**config.mk**
```make
export PLATFORM = sky130hd
export DESIGN_NAME = controle_exibicao_sequencia_flat
export DESIGN_NICKNAME = d
export VERILOG_FILES = /design/src/rtl/controle_exibicao_sequencia_pkg.sv /design/src/rtl/controle_exibicao_sequencia_if.sv /design/src/rtl/controle_exibicao_sequencia_contador_tempo.sv /design/src/rtl/controle_exibicao_sequencia.sv /design/src/flat_wrapper.sv
export SDC_FILE = /design/constraint.sdc
export NUM_CORES = 1
export LEC_CHECK = 0
export ABC_CLOCK_PERIOD_IN_PS = 2200
export BUFFER_PORTS_ARGS = -buffer_cell sky130_fd_sc_hd__buf_2
export CAP_MARGIN = 25
export CORE_ASPECT_RATIO = 2
export CORE_MARGIN = 10
export CORE_UTILIZATION = 31
export CTS_BUF_LIST = sky130_fd_sc_hd__clkbuf_4
export CTS_CLUSTER_SIZE = 16
export DETAILED_ROUTE_END_ITERATION = 10
export GPL_ROUTABILITY_DRIVEN = 0
export PLACE_DENSITY = 0.58
export SLEW_MARGIN = 30
export SYNTH_ARGS = -nofsm -noshare
export SYNTH_HDL_FRONTEND = slang
export SYNTH_SLANG_ARGS = --single-unit
```
**constraint.sdc**
```tcl
create_clock -name clock -period 2.2 [get_ports clock]
set_input_delay 0.22 -clock clock [delete_from_list [all_inputs] [get_ports clock]]
set_output_delay 0.22 -clock clock [all_outputs]
set_load 0.05 [all_outputs]
```
**src/rtl/controle_exibicao_sequencia_pkg.sv**
```systemverilog
// Shared definitions for the sequence-display controller: state codes,
// state width and default lit/dark durations.
package controle_exibicao_sequencia_pkg;

  localparam int unsigned ST_W = 4;

  localparam logic [ST_W-1:0] INICIAL = 4'd0;
  localparam logic [ST_W-1:0] PREPARA = 4'd1;
  localparam logic [ST_W-1:0] ACENDE  = 4'd2;
  localparam logic [ST_W-1:0] APAGA   = 4'd3;
  localparam logic [ST_W-1:0] PROXIMO = 4'd4;
  localparam logic [ST_W-1:0] FIM     = 4'd5;

  localparam int unsigned T_ACESO_DEF   = 1000;
  localparam int unsigned T_APAGADO_DEF = 500;

endpackage

```
**src/rtl/controle_exibicao_sequencia_if.sv**
```systemverilog
// Player-side control and sequence-memory signals of the display controller.
interface controle_exibicao_sequencia_if;
  import controle_exibicao_sequencia_pkg::*;

  logic            iniciar;
  logic            cancelar;
  logic [3:0]      limite;
  logic [3:0]      dado_memoria;
  logic [3:0]      endereco;
  logic [3:0]      leds;
  logic            exibindo;
  logic            pronto;
  logic [ST_W-1:0] db_estado;

  modport master (
    output iniciar, cancelar, limite, dado_memoria,
    input  endereco, leds, exibindo, pronto, db_estado
  );

  modport slave (
    input  iniciar, cancelar, limite, dado_memoria,
    output endereco, leds, exibindo, pronto, db_estado
  );
endinterface

```
**src/rtl/controle_exibicao_sequencia_contador_tempo.sv**
```systemverilog
// 16-bit interval down-counter; fim is high on the last cycle of a loaded interval.
module contador_tempo (
  input  logic        clock,
  input  logic        reset,
  input  logic        load,
  input  logic [15:0] value,
  input  logic        enable,
  output logic        fim
);

  logic [15:0] r_cnt;

  always_ff @(posedge clock) begin
    if (!reset) begin
      r_cnt <= '0;
    end else if (load) begin
      r_cnt <= value;
    end else if (enable && (r_cnt != '0)) begin
      r_cnt <= r_cnt - 16'd1;
    end
  end

  // A loaded value of N reaches 1 on the N-th enabled cycle.
  assign fim = enable && (r_cnt == 16'd1);

endmodule

```
**src/rtl/controle_exibicao_sequencia.sv**
```systemverilog
// Shows memory elements 0..limite on the LEDs, each lit for T_ACESO cycles
// followed by a T_APAGADO dark gap, then pulses pronto.
module controle_exibicao_sequencia
  import controle_exibicao_sequencia_pkg::*;
#(
  parameter int unsigned T_ACESO   = T_ACESO_DEF,
  parameter int unsigned T_APAGADO = T_APAGADO_DEF
) (
  input logic                          clock,
  input logic                          reset,
  controle_exibicao_sequencia_if.slave bus
);

  localparam logic [15:0] W_T_ACESO   = 16'(T_ACESO);
  localparam logic [15:0] W_T_APAGADO = 16'(T_APAGADO);

  logic [ST_W-1:0] r_estado;
  logic [ST_W-1:0] w_prox;
  logic [3:0]      r_endereco;
  logic [3:0]      r_limite;
  logic [3:0]      r_leds;
  logic            w_load;
  logic [15:0]     w_valor;
  logic            w_enable;
  logic            w_fim;

  always_comb begin
    w_prox = r_estado;
    if (bus.cancelar) begin
      w_prox = INICIAL;
    end else begin
      case (r_estado)
        INICIAL: if (bus.iniciar) w_prox = PREPARA;
        PREPARA: w_prox = ACENDE;
        ACENDE:  if (w_fim) w_prox = APAGA;
        APAGA:   if (w_fim) w_prox = (r_endereco == r_limite) ? FIM : PROXIMO;
        PROXIMO: w_prox = ACENDE;
        FIM:     w_prox = INICIAL;
        default: w_prox = INICIAL;
      endcase
    end
  end

  always_comb begin
    w_enable = (r_estado == ACENDE) || (r_estado == APAGA);
    w_load   = !bus.cancelar &&
               ((r_estado == PREPARA) || (r_estado == PROXIMO) ||
                ((r_estado == ACENDE) && w_fim));
    w_valor  = (r_estado == ACENDE) ? W_T_APAGADO : W_T_ACESO;
  end

  contador_tempo u_contador_tempo (
    .clock  (clock),
    .reset  (reset),
    .load   (w_load),
    .value  (w_valor),
    .enable (w_enable),
    .fim    (w_fim)
  );

  // Address moves on the edge entering PREPARA/PROXIMO so the memory word is
  // already settled when the LED register captures it entering ACENDE.
  always_ff @(posedge clock) begin
    if (!reset) begin
      r_estado   <= INICIAL;
      r_endereco <= '0;
      r_limite   <= '0;
      r_leds     <= '0;
    end else begin
      r_estado <= w_prox;
      r_leds   <= (w_prox == ACENDE) ? bus.dado_memoria : '0;
      if (bus.cancelar || (w_prox == PREPARA)) begin
        r_endereco <= '0;
      end else if (w_prox == PROXIMO) begin
        r_endereco <= r_endereco + 4'd1;
      end
      if ((r_estado == PREPARA) && !bus.cancelar) begin
        r_limite <= bus.limite;
      end
    end
  end

  assign bus.endereco  = r_endereco;
  assign bus.leds      = r_leds;
  assign bus.exibindo  = (r_estado != INICIAL);
  assign bus.pronto    = (r_estado == FIM);
  assign bus.db_estado = r_estado;

endmodule

```
**src/flat_wrapper.sv**
```systemverilog
// flat-port wrapper written by rule: the top's interface ports become plain ports
module controle_exibicao_sequencia_flat import controle_exibicao_sequencia_pkg::*;
#(
  parameter int unsigned T_ACESO   = T_ACESO_DEF,
  parameter int unsigned T_APAGADO = T_APAGADO_DEF
)
  (clock, reset, bus_iniciar, bus_cancelar, bus_limite, bus_dado_memoria, bus_endereco, bus_leds, bus_exibindo, bus_pronto, bus_db_estado);
  controle_exibicao_sequencia_if bus_i ();
  input logic clock;
  input logic reset;
  input wire logic [$bits(bus_i.iniciar)-1:0] bus_iniciar;
  input wire logic [$bits(bus_i.cancelar)-1:0] bus_cancelar;
  input wire logic [$bits(bus_i.limite)-1:0] bus_limite;
  input wire logic [$bits(bus_i.dado_memoria)-1:0] bus_dado_memoria;
  output wire logic [$bits(bus_i.endereco)-1:0] bus_endereco;
  output wire logic [$bits(bus_i.leds)-1:0] bus_leds;
  output wire logic [$bits(bus_i.exibindo)-1:0] bus_exibindo;
  output wire logic [$bits(bus_i.pronto)-1:0] bus_pronto;
  output wire logic [$bits(bus_i.db_estado)-1:0] bus_db_estado;
  assign bus_i.iniciar = bus_iniciar;
  assign bus_i.cancelar = bus_cancelar;
  assign bus_i.limite = bus_limite;
  assign bus_i.dado_memoria = bus_dado_memoria;
  assign bus_endereco = bus_i.endereco;
  assign bus_leds = bus_i.leds;
  assign bus_exibindo = bus_i.exibindo;
  assign bus_pronto = bus_i.pronto;
  assign bus_db_estado = bus_i.db_estado;
  controle_exibicao_sequencia #(.T_ACESO(T_ACESO), .T_APAGADO(T_APAGADO)) u_core (.clock(clock), .reset(reset), .bus(bus_i));
endmodule
```
# == Word level (Yosys, flattened, before mapping) ==
# Cells that the tools add are included.
# classes
addsub,2
n_eq_ne,10
mux,9
bitwise,1
n_reduce_logical,17
# ops
operator,n
2-to-1 mux 16 bit,2
"equality test 16 x 1 -> 1 bit, second input constant",1
2-to-1 mux 4 bit,4
case mux 4 bit (4 select lines),1
nonzero test 16 bit,1
"subtractor 16 x 1 -> 16 bit, second input constant",1
"equality test 4 x 2 -> 1 bit, second input constant",3
"equality test 4 x 3 -> 1 bit, second input constant",3
2-to-1 mux 10 bit,1
"equality test 4 x 1 -> 1 bit, second input constant",2
logical AND 1 bit,5
"adder 4 x 1 -> 4 bit, second input constant",1
equality test 4 bit,1
logical NOT 4 bit,1
logical OR 1 bit,4
nonzero test 4 bit,1
OR reduction 2 bit,2
AND reduction 2 bit,1
nonzero test 2 bit,1
logical NOT 1 bit,1
2-to-1 mux 1 bit,1
inverter 1 bit,1
# totals
register_bits,32
in_bits,12
elab_cells,44

# == Logic depth before layout (Yosys ltp) ==
# Gate-level depths: netlist of run 1.
# logic_depth
ltp_word,9
depth_mapped,8

# == Hierarchy ==
# A second synthesis of run 1 with hierarchy kept.
# hier_totals
hier_cells,215
area_unflattened_um2,1833.0
# by_module_without_submodules
module,instances,cells_per_inst,area_each_um2,seq_area_each_um2
contador_tempo,1,123,994.7,320.3
controle_exibicao_sequencia,1,92,838.3,320.3

# == Worst setup path after synthesis of run 1 ==
# Ideal clock, no wire load.
# synth_timing
kind,reg2reg
start,"register u_core.r_estado[1], in the netlist u_core.bus.db_estado[1]"
end,register u_core.u_contador_tempo.r_cnt[6]
arrival_time_ns,2.153
t_required_ns,2.126
slack_ns,-0.028
path_stages_with_launch,7
period_less_slack_ns,2.228
path_cell_list,dfxtp_1 buf_2 or3b_1 or4_1 and2_1 buf_6 a31oi_1
# synth_between
elab_chain_len,7
# synth_lines
element,line_no,source
start: declaration,controle_exibicao_sequencia.sv:17,logic [ST_W-1:0] r_estado;
start signal: assignment,controle_exibicao_sequencia.sv:70,r_estado <= w_prox;
equality test 4 x 2 -> 1 bit (on tied branches),"controle_exibicao_sequencia.sv:45, controle_exibicao_sequencia.sv:48",
logical OR 1 bit,controle_exibicao_sequencia.sv:45,w_enable = (r_estado == ACENDE) || (r_estado == APAGA);
logical AND 1 bit,controle_exibicao_sequencia_contador_tempo.sv:24,assign fim = enable && (r_cnt == 16'd1);
logical AND 1 bit,controle_exibicao_sequencia.sv:48,((r_estado == ACENDE) && w_fim));
logical OR 1 bit,controle_exibicao_sequencia.sv:47,((r_estado == PREPARA) || (r_estado == PROXIMO) ||
logical AND 1 bit,controle_exibicao_sequencia.sv:46,w_load = !bus.cancelar &&
2-to-1 mux 16 bit or nonzero test 2 bit (tied branches),-,
end signal: assignment,controle_exibicao_sequencia_contador_tempo.sv:17,r_cnt <= value;
end signal: assignment,controle_exibicao_sequencia_contador_tempo.sv:19,r_cnt <= r_cnt - 16'd1;
end: declaration,controle_exibicao_sequencia_contador_tempo.sv:11,logic [15:0] r_cnt;
# Parallel ways exist; a longest one is shown, timed or not.
# A chain may end at the register's enable or synchronous reset.

# == Final worst setup path of run 1 ==
# layout_timing
start,register u_core.u_contador_tempo.r_cnt[1]
end,register u_core.u_contador_tempo.r_cnt[2]
# layout_between
elab_chain_len,6
# layout_lines
element
"parallel branches: the longest is 6 deep, another holds subtractor 16 x 1 -> 16 bit"
# Parallel ways; which one is timed is not known. The select of a mux whose other input is x is not followed.

==> summary.md, run 1 <==
| Metric | Value |
|---|---|
| CTS tree | `built` |
| Layout cells sized above 1 | `27.4%` |
| ANT nets after route | `0` |
| Worst skew pair latency | `340 ps` |
| CP max FO | `6` |
| Tmin final | `~2000 ps` |
| Number of synthesized flops with an enable pin | `0` |
| CP startpoint kind | `flop` |
| Max incr delay on CP | `460 ps` |
| Setup TNS | `0 ps` |
| Synth Instances | `181` |
| Worst path bufs/invs | `1` |
| H-tree Lvls | `2` |
| Largest net degree at the start of global routing | `12` |
| Final hold vios | `0` |
| Pleak | `0.786 nW` |
| CTS Hold Bufs | `0` |
| Post-route core utilization | `38.1%` |
| Synthesized area | `0.00163 sq mm` |
| Synth Register Bits | `32` |
| Synth top area share | `39.3%` |
| Kind of critical path | `flop to flop` |
| RSZ-0062 raised after global routing | `no` |
| Worst Path Arrival | `2290 ps` |
| Outcome | `finished clean` |
| Clock Skew | `10.0 ps` |
| Top cells by area, synth | `dfxtp_1 39%, xor2_1 8.1%, nor2_1 5.5%` |
| Reg clk slew, reported paths | `roughly 110 ps` |
| Critical path endpoint category | `flop` |
| Most common cell after layout, fill and taps aside | `dfxtp_1` |
| Max Freq | `494 MHz` |
| Sequential-to-total area share from yosys stat | `39.3%` |
| DRT iter0 DRCs | `18` |
| Initial Util | `31.7%` |
| VDD IR max | `0.381 mV` |
| Drt first pass iters | `4` |
| Worst reg2reg setup slack | `180 ps` |
| ANT cells | `0` |
| Routed WL per cell | `approximately 15 microns` |
| Die height | `roughly 120 microns` |
| Full die area | `0.00874 sq mm` |
| Cell breakdown of the critical path | `inv_1 -> ha_1 -> nor4b_4 -> nand4_2 -> or4_4 -> and2_2 -> a21oi_1` |
| Non-Filler Instances | `277` |
| Layout area overhead | `20.1%` |
| Clk buf depth | `2` |
| Number of global-route vias before repair | `1495` |
| Post-CTS resize count | `0` |
| Port bufs | `25` |
| First-pass GRT wire length | `7000 microns` |
| Total CTS buffers | `5` |
| # DRC | `0` |
| Max_cap viols | `0` |
| Slowest CP cell | `or4_4` |
| CP delay by family, top | `simple AND/OR/NAND/NOR gates` |
| Worst Tran Pin Value | `814 ps` |
| Min-Delay Path Class | `input port to flop` |
| DP Wirelength | `3290 microns` |
| Initial antenna violation count | `0` |
| Cell Rows | `37` |
| WL final | `around 4100 microns` |
| DR vias/cell | `5.18` |
| GR Util All Layers | `9.76%` |
| # IOs | `26` |
| Nets@finish | `approximately 230` |
| Netlist cell types | `between 40 and 50` |
| Ys Warns | `0` |
| Root buf cell | `clkbuf_4` |
| Pwr per Cell Area | `between 500 and 600 mW/mm^2` |
| Most frequent cells in the layout | `31 x dfxtp_1, 25 x buf_2, 24 x nor2_1` |
| Slew Viols, Final | `0` |
| Final Cycle Share | `91.9%` |
| CTS sink count | `32` |
| Grt ovf | `0` |
| Required time of the critical path | `2470 ps` |
| Number of cells after detailed placement | `269` |
| Cell taking the most area after synthesis | `dfxtp_1` |
| Final setup viols | `0` |
| Vias | `around 1400` |
| Die W | `71.3 microns` |
| Setup repair bufs after CTS | `0` |
| Placeable core area | `0.00514 sq mm` |
| Worst relative slew slack | `45.2%` |
| Synth Flop Type | `dfxtp_1` |
| Synth async-reset ratio | `0%` |
| Syn_nets | `197` |
| Synthesized area per cell | `between 9 and 10 sq um` |
-- logic make-up (layout without fill, tap and decap cells) --
| logic type | after synthesis | count (layout) | synth area share (%) |
|---|---|---|---|
| AOI/OAI and AO/OA | 22 | 22 | 8.90 |
| xor gates and xnor gates | 21 | 21 | 11.3 |
| adders and majority gates | 4 | 4 | 3.07 |
| buffers and inverters | 12 | 50 | 3.45 |
| DFF | 32 | 32 | 39.3 |
| muxes | 5 | 5 | 3.07 |
| other | 1 | 1 | 0.230 |
| and+or+nand+nor | 84 | 84 | 30.7 |
-- per-layer routing --
metal | vias up | global-route usage [%] | routed length, microns
met5 | - | 0 | 0
met4 | 0 | 5.35 | 111
met3 | 10 | 2.10 | 95
met2 | 26 | 19.1 | 2430
met1 | 682 | 8.82 | 1500
li1 | 718 | - | -
-- flip-flops by register name, indices dropped and copies added (netlist names) --
| register | flops |
|---|---|
| u_core.bus.endereco | 4 |
| u_core.u_contador_tempo.r_cnt | 16 |
| u_core.bus.db_estado | 4 |
| u_core.bus.leds | 4 |
| u_core.r_limite | 4 |
-- through the flow --
step                      worst slack, ps  power, mW  cell area (sq um)  hold slack (ps)
after global routing                 21.6       1.01               1960             99.6
after CTS                            85.0      0.988               1930             96.2
after global placement                104      0.662               1880              445
final                                 177      0.979               1960              104
after detailed placement              105      0.662               1880              450
after floorplan                       144      0.635               1640              360
-- power breakdown --
part           internal [mW]  switching [mW]
Combinational         0.0235          0.0401
Clock                  0.117           0.214
Sequential             0.582         0.00313
Total                  0.722           0.257
-- cell type report --
cell class | count | area (sq um)
tap | 58 | 72.6
timing repair buffer | 36 | 208
fill | 522 | 3180
clock buffer | 5 | 37.5
clock inverter | 3 | 13.8
inverter | 6 | 22.5
sequential | 32 | 642
multi-input combinational | 137 | 962
-- cells in the mapped netlist (2+ instances only) --
cell type	instances
dfxtp_1	32
or4_1	2
nand3_1	5
nor3_1	6
inv_1	5
xnor2_1	6
xor2_1	15
nor2_1	24
nand3b_1	2
nand4_1	8
nand2_1	8
nand4b_1	2
buf_2	3
o21ai_1	2
nor3_2	3
nor3b_1	3
o211ai_1	3
ha_1	4
nor4_1	4
mux2i_1	5
a21oi_1	9
and3_1	4
clkbuf_1	2
and2_1	3
-- worst reg2reg max path: stages, from the launching register on --
cell	delay, ps
dfxtp_1	360
inv_1	120
ha_1	180
nor4b_4	240
nand4_2	170
or4_4	460
and2_2	260
a21oi_1	170
-- worst paths after layout --
check	depth (start not counted)	end	startpoint
setup / recovery	7	u_core.u_contador_tempo.r_cnt[2]$_SDFFE_PN0P_	u_core.u_contador_tempo.r_cnt[1]$_SDFFE_PN0P_
hold reg to reg	2	u_core.r_limite[3]$_SDFFE_PN0P_	u_core.r_limite[3]$_SDFFE_PN0P_
hold / removal	2	u_core.bus.leds[0]$_SDFF_PN0_	bus_dado_memoria[0]
setup reg to reg	7	u_core.u_contador_tempo.r_cnt[2]$_SDFFE_PN0P_	u_core.u_contador_tempo.r_cnt[1]$_SDFFE_PN0P_
No activity file was read; power rests on OpenSTA's default activity.
==> run 2: changes to the inputs <==
--- a/config.mk
+++ b/config.mk
@@ -9,7 +9,7 @@
 export BUFFER_PORTS_ARGS = -buffer_cell sky130_fd_sc_hd__buf_2
 export CAP_MARGIN = 25
 export CORE_ASPECT_RATIO = 2
-export CORE_MARGIN = 10
+export CORE_MARGIN = 5
 export CORE_UTILIZATION = 31
 export CTS_BUF_LIST = sky130_fd_sc_hd__clkbuf_4
 export CTS_CLUSTER_SIZE = 16
==> run 2 against run 1 <==
Net effect:
- critical path depth unchanged
- clock-buffer cell count unchanged
- first-iteration DRC count grew 72%
- worst setup slack got worse by 50 ps
- core utilization decreased by 0.78 points
- highest routed layer unchanged
- register-to-register slack lost 50 ps
- largest power group unchanged
- global-route usage increased by 3.1 points
- clock power decreased by 6.6%
==> summary.md, run 2 (same netlist as run 1, synthesis figures left out) <==
| Metric | Value |
|---|---|
| Outcome | `finished clean` |
| Setup TNS | `0 ps` |
| H-tree Lvls | `2` |
| Clk buf depth | `2` |
| Max incr delay on CP | `500 ps` |
| Cell breakdown of the critical path | `inv_1 -> ha_1 -> nor4b_2 -> nand4_2 -> or4_1 -> and2_1 -> a31oi_1` |
| Max reg flops | `16` |
| Max_cap viols | `0` |
| Tmin final | `slightly above 2000 ps` |
| Setup repair bufs after CTS | `0` |
| Pre-CTS WS | `~52 ps` |
| # IOs | `26` |
| Reg2reg start | `u_core.u_contador_tempo.r_cnt[1]$_SDFFE_PN0P_` |
| Final Cycle Share | `approximately 94%` |
| Worst relative slew slack | `between 50 and 60%` |
| Grt ovf | `0` |
| CP max FO | `6` |
| Required time of the critical path | `2460 ps` |
| Die W | `61.3 microns` |
| Slew Viols, Final | `0` |
| Non-Filler Instances | `around 270` |
| Final hold vios | `0` |
| Die height | `between 100 and 150 microns` |
| Total CTS buffers | `5` |
| DP Wirelength | `between 3000 and 4000 microns` |
| ANT cells | `0` |
| Clock Skew | `7.43 ps` |
| Port bufs | `25` |
| GR Util All Layers | `12.8%` |
| CP startpoint kind | `flop` |
| Hold Startpoint | `bus_dado_memoria[3]` |
| Root buf cell | `clkbuf_4` |
| Full die area | `between 0.006 and 0.007 sq mm` |
| Initial Util | `roughly a third` |
| Fin worst setup slack | `127 ps` |
| Post-route cell area | `0.00192 sq mm` |
| # DRC | `0` |
| CTS Hold Bufs | `0` |
| Worst Path Arrival | `2330 ps` |
| Top reg by flops | `u_core.u_contador_tempo.r_cnt` |
| Max Freq | `482 MHz` |
| Layout cells sized above 1 | `24.5%` |
| Cell Rows | `37` |
| Crit. Startpoint | `u_core.u_contador_tempo.r_cnt[1]$_SDFFE_PN0P_` |
| Worst Tran Pin Value | `672 ps` |
| CTS sink count | `32` |
| Pwr per Cell Area | `498 mW/mm^2` |
| DRT iter0 DRCs | `31` |
| Overall power | `0.955 mW` |
| Most frequent cells in the layout | `31 x dfxtp_1, 25 x buf_2, 24 x nor2_1` |
| Min-Delay Path Class | `input port to flop` |
| Placeable core area | `0.00514 sq mm` |
| ANT nets after route | `0` |
| Kind of critical path | `flop to flop` |
| Post-route core utilization | `about 37%` |
| Pleak | `about 0.77 nW` |
| Routed WL per cell | `14.2 microns` |
| Number of global-route vias before repair | `1471` |
| Most common cell after layout, fill and taps aside | `dfxtp_1` |
| Post-DP Area | `0.00187 sq mm` |
| Layout area overhead | `17.7%` |
| WL final | `3900 microns` |
| Slowest CP cell | `or4_1` |
| Final setup viols | `0` |
| Reg clk slew, reported paths | `100 ps` |
| Critical path endpoint category | `flop` |
| CTS tree | `built` |
| First-pass GRT wire length | `between 6000 and 7000 microns` |
| Worst skew pair latency | `between 300 and 400 ps` |
| Final Hold Slack | `106 ps` |
| Vias | `1385` |
| Nets@finish | `232` |
| Drt first pass iters | `4` |
| DR vias/cell | `5.05` |
| VDD IR max | `0.324 mV` |
| Initial antenna violation count | `0` |
| Number of cells after detailed placement | `267` |
| Largest net degree at the start of global routing | `12` |
| RSZ-0062 raised after global routing | `no` |
==> run 2: final timing paths <==
| path | end | slack [ps] | cells after the start |
|---|---|---|---|
| hold / removal | u_core.bus.leds[3]$_SDFF_PN0_ | 110 | 2 |
| setup / recovery | u_core.u_contador_tempo.r_cnt[6]$_SDFFE_PN0P_ | 130 | 7 |
| hold reg to reg | u_core.r_limite[3]$_SDFFE_PN0P_ | 530 | 2 |
| setup reg to reg | u_core.u_contador_tempo.r_cnt[6]$_SDFFE_PN0P_ | 130 | 7 |
==> run 2: cell type report <==
class | instances | area, sq um
timing repair buffer | 34 | 193
tap | 58 | 72.6
fill | 515 | 3220
multi-input combinational | 137 | 943
sequential | 32 | 642
clock buffer | 5 | 37.5
clock inverter | 2 | 7.51
inverter | 6 | 22.5
==> run 2: worst max-delay path: cells and delay by family (launching register included) <==
kind | cells | cell delay, ps
compound gates | 1 | 140
simple gates | 4 | 1240
fa+ha+maj | 1 | 160
flops | 1 | 350
buf+inv | 1 | 110
==> run 2: what timing repair did <==
action	in CTS	in global routing
endpoints found under the hold margin	0	0
gates resized for setup	0	1
endpoints found under the setup margin	0	8
==> run 2: routing by layer <==
metal	vias up	track usage [%]	wire [microns]
met5	-	0	0
met4	0	7.09	136
met3	9	1.84	92
met2	30	23.5	2270
met1	635	12.8	1410
li1	711	-	-
==> run 2: report_power, final <==
group | internal (mW) | leakage, nW | total, mW | switching (mW)
Clock | 0.111 | 0.0261 | 0.309 | 0.197
Combinational | 0.0225 | 0.483 | 0.0618 | 0.0392
Sequential | 0.582 | 0.259 | 0.585 | 0.00318
Total | 0.716 | 0.768 | 0.955 | 0.240
==> run 3: changes to the inputs <==
--- a/config.mk
+++ b/config.mk
@@ -5,17 +5,17 @@
 export SDC_FILE = /design/constraint.sdc
 export NUM_CORES = 1
 export LEC_CHECK = 0
-export ABC_CLOCK_PERIOD_IN_PS = 2200
+export ABC_CLOCK_PERIOD_IN_PS = 1700
 export BUFFER_PORTS_ARGS = -buffer_cell sky130_fd_sc_hd__buf_2
 export CAP_MARGIN = 25
 export CORE_ASPECT_RATIO = 2
 export CORE_MARGIN = 5
 export CORE_UTILIZATION = 31
-export CTS_BUF_LIST = sky130_fd_sc_hd__clkbuf_4
+export CTS_BUF_LIST = sky130_fd_sc_hd__clkbuf_8
 export CTS_CLUSTER_SIZE = 16
 export DETAILED_ROUTE_END_ITERATION = 10
 export GPL_ROUTABILITY_DRIVEN = 0
-export PLACE_DENSITY = 0.58
+export PLACE_DENSITY = 0.6
 export SLEW_MARGIN = 30
 export SYNTH_ARGS = -nofsm -noshare
 export SYNTH_HDL_FRONTEND = slang
==> constraint.sdc (replaced) <==
create_clock -name clock -period 1.7 [get_ports clock]
set_input_delay 0.17 -clock clock [delete_from_list [all_inputs] [get_ports clock]]
set_output_delay 0.17 -clock clock [all_outputs]
set_load 0.05 [all_outputs]
==> run 3 against run 2 <==
Net effect:
- the flow now finishes with violations (setup timing)
- clock skew about the same
- total power up 54%
- clock-buffer cell count up 1
- sequential share of layout area is 5.4 points lower
- sequential power rose by 29%
- core utilization increased by 8.3 points
- via count grew 14%
- critical path depth is 2 lower
- register-to-register slack worse by 310 ps
- clock power up 100%
- worst hold slack gained 4.2 ps
==> summary.md, run 3 (same netlist as run 1, synthesis figures left out) <==
| Metric | Value |
|---|---|
| CP max FO | `6` |
| Port bufs | `25` |
| VDD IR max | `between 0.3 and 0.4 mV` |
| WL final | `4480 microns` |
| Slew Viols, Final | `0` |
| Worst skew pair latency | `a little under 300 ps` |
| Die W | `61.3 microns` |
| Met1 usage | `around 14%` |
| # IOs | `26` |
| Number of global-route vias before repair | `1752` |
| Final setup viols | `17` |
| Nets@finish | `262` |
| Post-route cell area | `0.00235 sq mm` |
| Kind of critical path | `flop to flop` |
| Final Cycle Share | `111%` |
| Initial Util | `31.7%` |
| Required time of the critical path | `1870 ps` |
| Pwr per Cell Area | `627 mW/mm^2` |
| Reg clk slew, reported paths | `approximately 70 ps` |
| RSZ-0062 raised after global routing | `yes` |
| Outcome | `finished, violations left` |
| Total CTS buffers | `5` |
| Max Freq | `531 MHz` |
| Grt ovf | `0` |
| DRT iter0 DRCs | `33` |
| Worst Reg2Reg Path Length in Cells | `5` |
| GR Util met2 | `27.6%` |
| Final Hold Slack | `110 ps` |
| CTS sink count | `32` |
| # DRC | `0` |
| Layout area overhead | `43.9%` |
| Worst Path Arrival | `around 2000 ps` |
| Routed WL per cell | `between 10 and 15 microns` |
| Layer with the highest usage | `met2` |
| CP startpoint kind | `flop` |
| DR vias/cell | `a little over 5` |
| ANT nets after route | `0` |
| H-tree Lvls | `2` |
| Placeable core area | `0.00514 sq mm` |
| Pleak | `1.02 nW` |
| GR Util All Layers | `14.6%` |
| Most frequent cells in the layout | `37 x buf_4, 25 x buf_2, 23 x nor2_1` |
| Clock Skew | `7.56 ps` |
| Drt first pass iters | `5` |
| Vias | `~1600` |
| Initial antenna violation count | `0` |
| Final hold vios | `0` |
| Min-Delay Path Class | `input port to flop` |
| Failing checks | `setup timing` |
| Max reg flops | `16` |
| ANT cells | `0` |
| CTS tree | `built` |
| Tmin final | `between 1500 and 2000 ps` |
| First-pass GRT wire length | `a little under 8000 microns` |
| Top reg by flops | `u_core.u_contador_tempo.r_cnt` |
| Post-DP Area | `between 0.002 and 0.0025 sq mm` |
| Root buf cell | `clkbuf_8` |
| Largest net degree at the start of global routing | `12` |
| Die height | `113 microns` |
| Clk buf depth | `2` |
| Cell Rows | `37` |
| Fin worst setup slack | `-182 ps` |
| Area of the multi-input gates | `~0.0011 sq mm` |
| Max_cap viols | `0` |
| CTS Hold Bufs | `0` |
| Full die area | `0.00690 sq mm` |
| DP Wirelength | `3420 microns` |
| Most common cell after layout, fill and taps aside | `buf_4` |
| Overall power | `1.47 mW` |
| Critical path endpoint category | `flop` |
| Sequential Area | `about 660 sq um` |
| Fillers | `~520` |
| Layout cells sized above 1 | `46.2%` |
| Met3 usage | `2.19%` |
| Hold path cells | `2` |
==> run 3: per-layer routing <==
metal	wire, microns	share of wire, %
met5	0	0
met3	105	2.3
met2	2690	60
met1	1510	34
met4	170	3.8
==> run 3: report_power, final <==
group	leakage, nW	switching [mW]	internal, mW
clock	0.0510	0.296	0.323
sequential	0.264	0.00338	0.750
combinational	0.709	0.0581	0.0405
==> run 3: worst max-delay path, cell delays in order (launching register included) <==
cell and delay [ps]:
dfxtp_4 360, or4_4 530, or3_4 380, o211ai_1 220
xor2_1 190, a21oi_1 80
==> run 3: worst paths after layout <==
path	startpoint	slack, ps	endpoint
hold / removal	bus_dado_memoria[2]	110	u_core.bus.leds[2]$_SDFF_PN0_
setup reg to reg	u_core.u_contador_tempo.r_cnt[2]$_SDFFE_PN0P_	-180	u_core.u_contador_tempo.r_cnt[4]$_SDFFE_PN0P_
hold reg to reg	u_core.r_limite[3]$_SDFFE_PN0P_	520	u_core.r_limite[3]$_SDFFE_PN0P_
setup / recovery	u_core.u_contador_tempo.r_cnt[2]$_SDFFE_PN0P_	-180	u_core.u_contador_tempo.r_cnt[4]$_SDFFE_PN0P_
==> run 3: stage by stage <==
step | setup slack (ps) | instances | setup TNS, ps | util, %
final | -182 | 305 | -1580 | 45.7
after global routing | -228 | 305 | -3160 | 45.7
after CTS | -176 | 304 | -2460 | 44.6
after detailed placement | -179 | 295 | -2880 | 41.1
after global placement | -175 | 295 | -1840 | 41.1
after floorplan | -193 | 181 | -2410 | -
==> run 3: final cells by class <==
class | count | share of cell area (%)
Inverter | 6 | 0.960
Timing Repair Buffer | 64 | 18.1
Clock inverter | 2 | 0.427
Sequential cell | 32 | 28.1
Multi-Input combinational cell | 137 | 45.8
Clock buffer | 6 | 3.52
Tap cell | 58 | 3.09
==> run 3: what timing repair did <==
action	in CTS	in global routing
buffers inserted	3	2
pin swaps	20	12
gates resized for setup	18	12
setup endpoints to repair	26	27
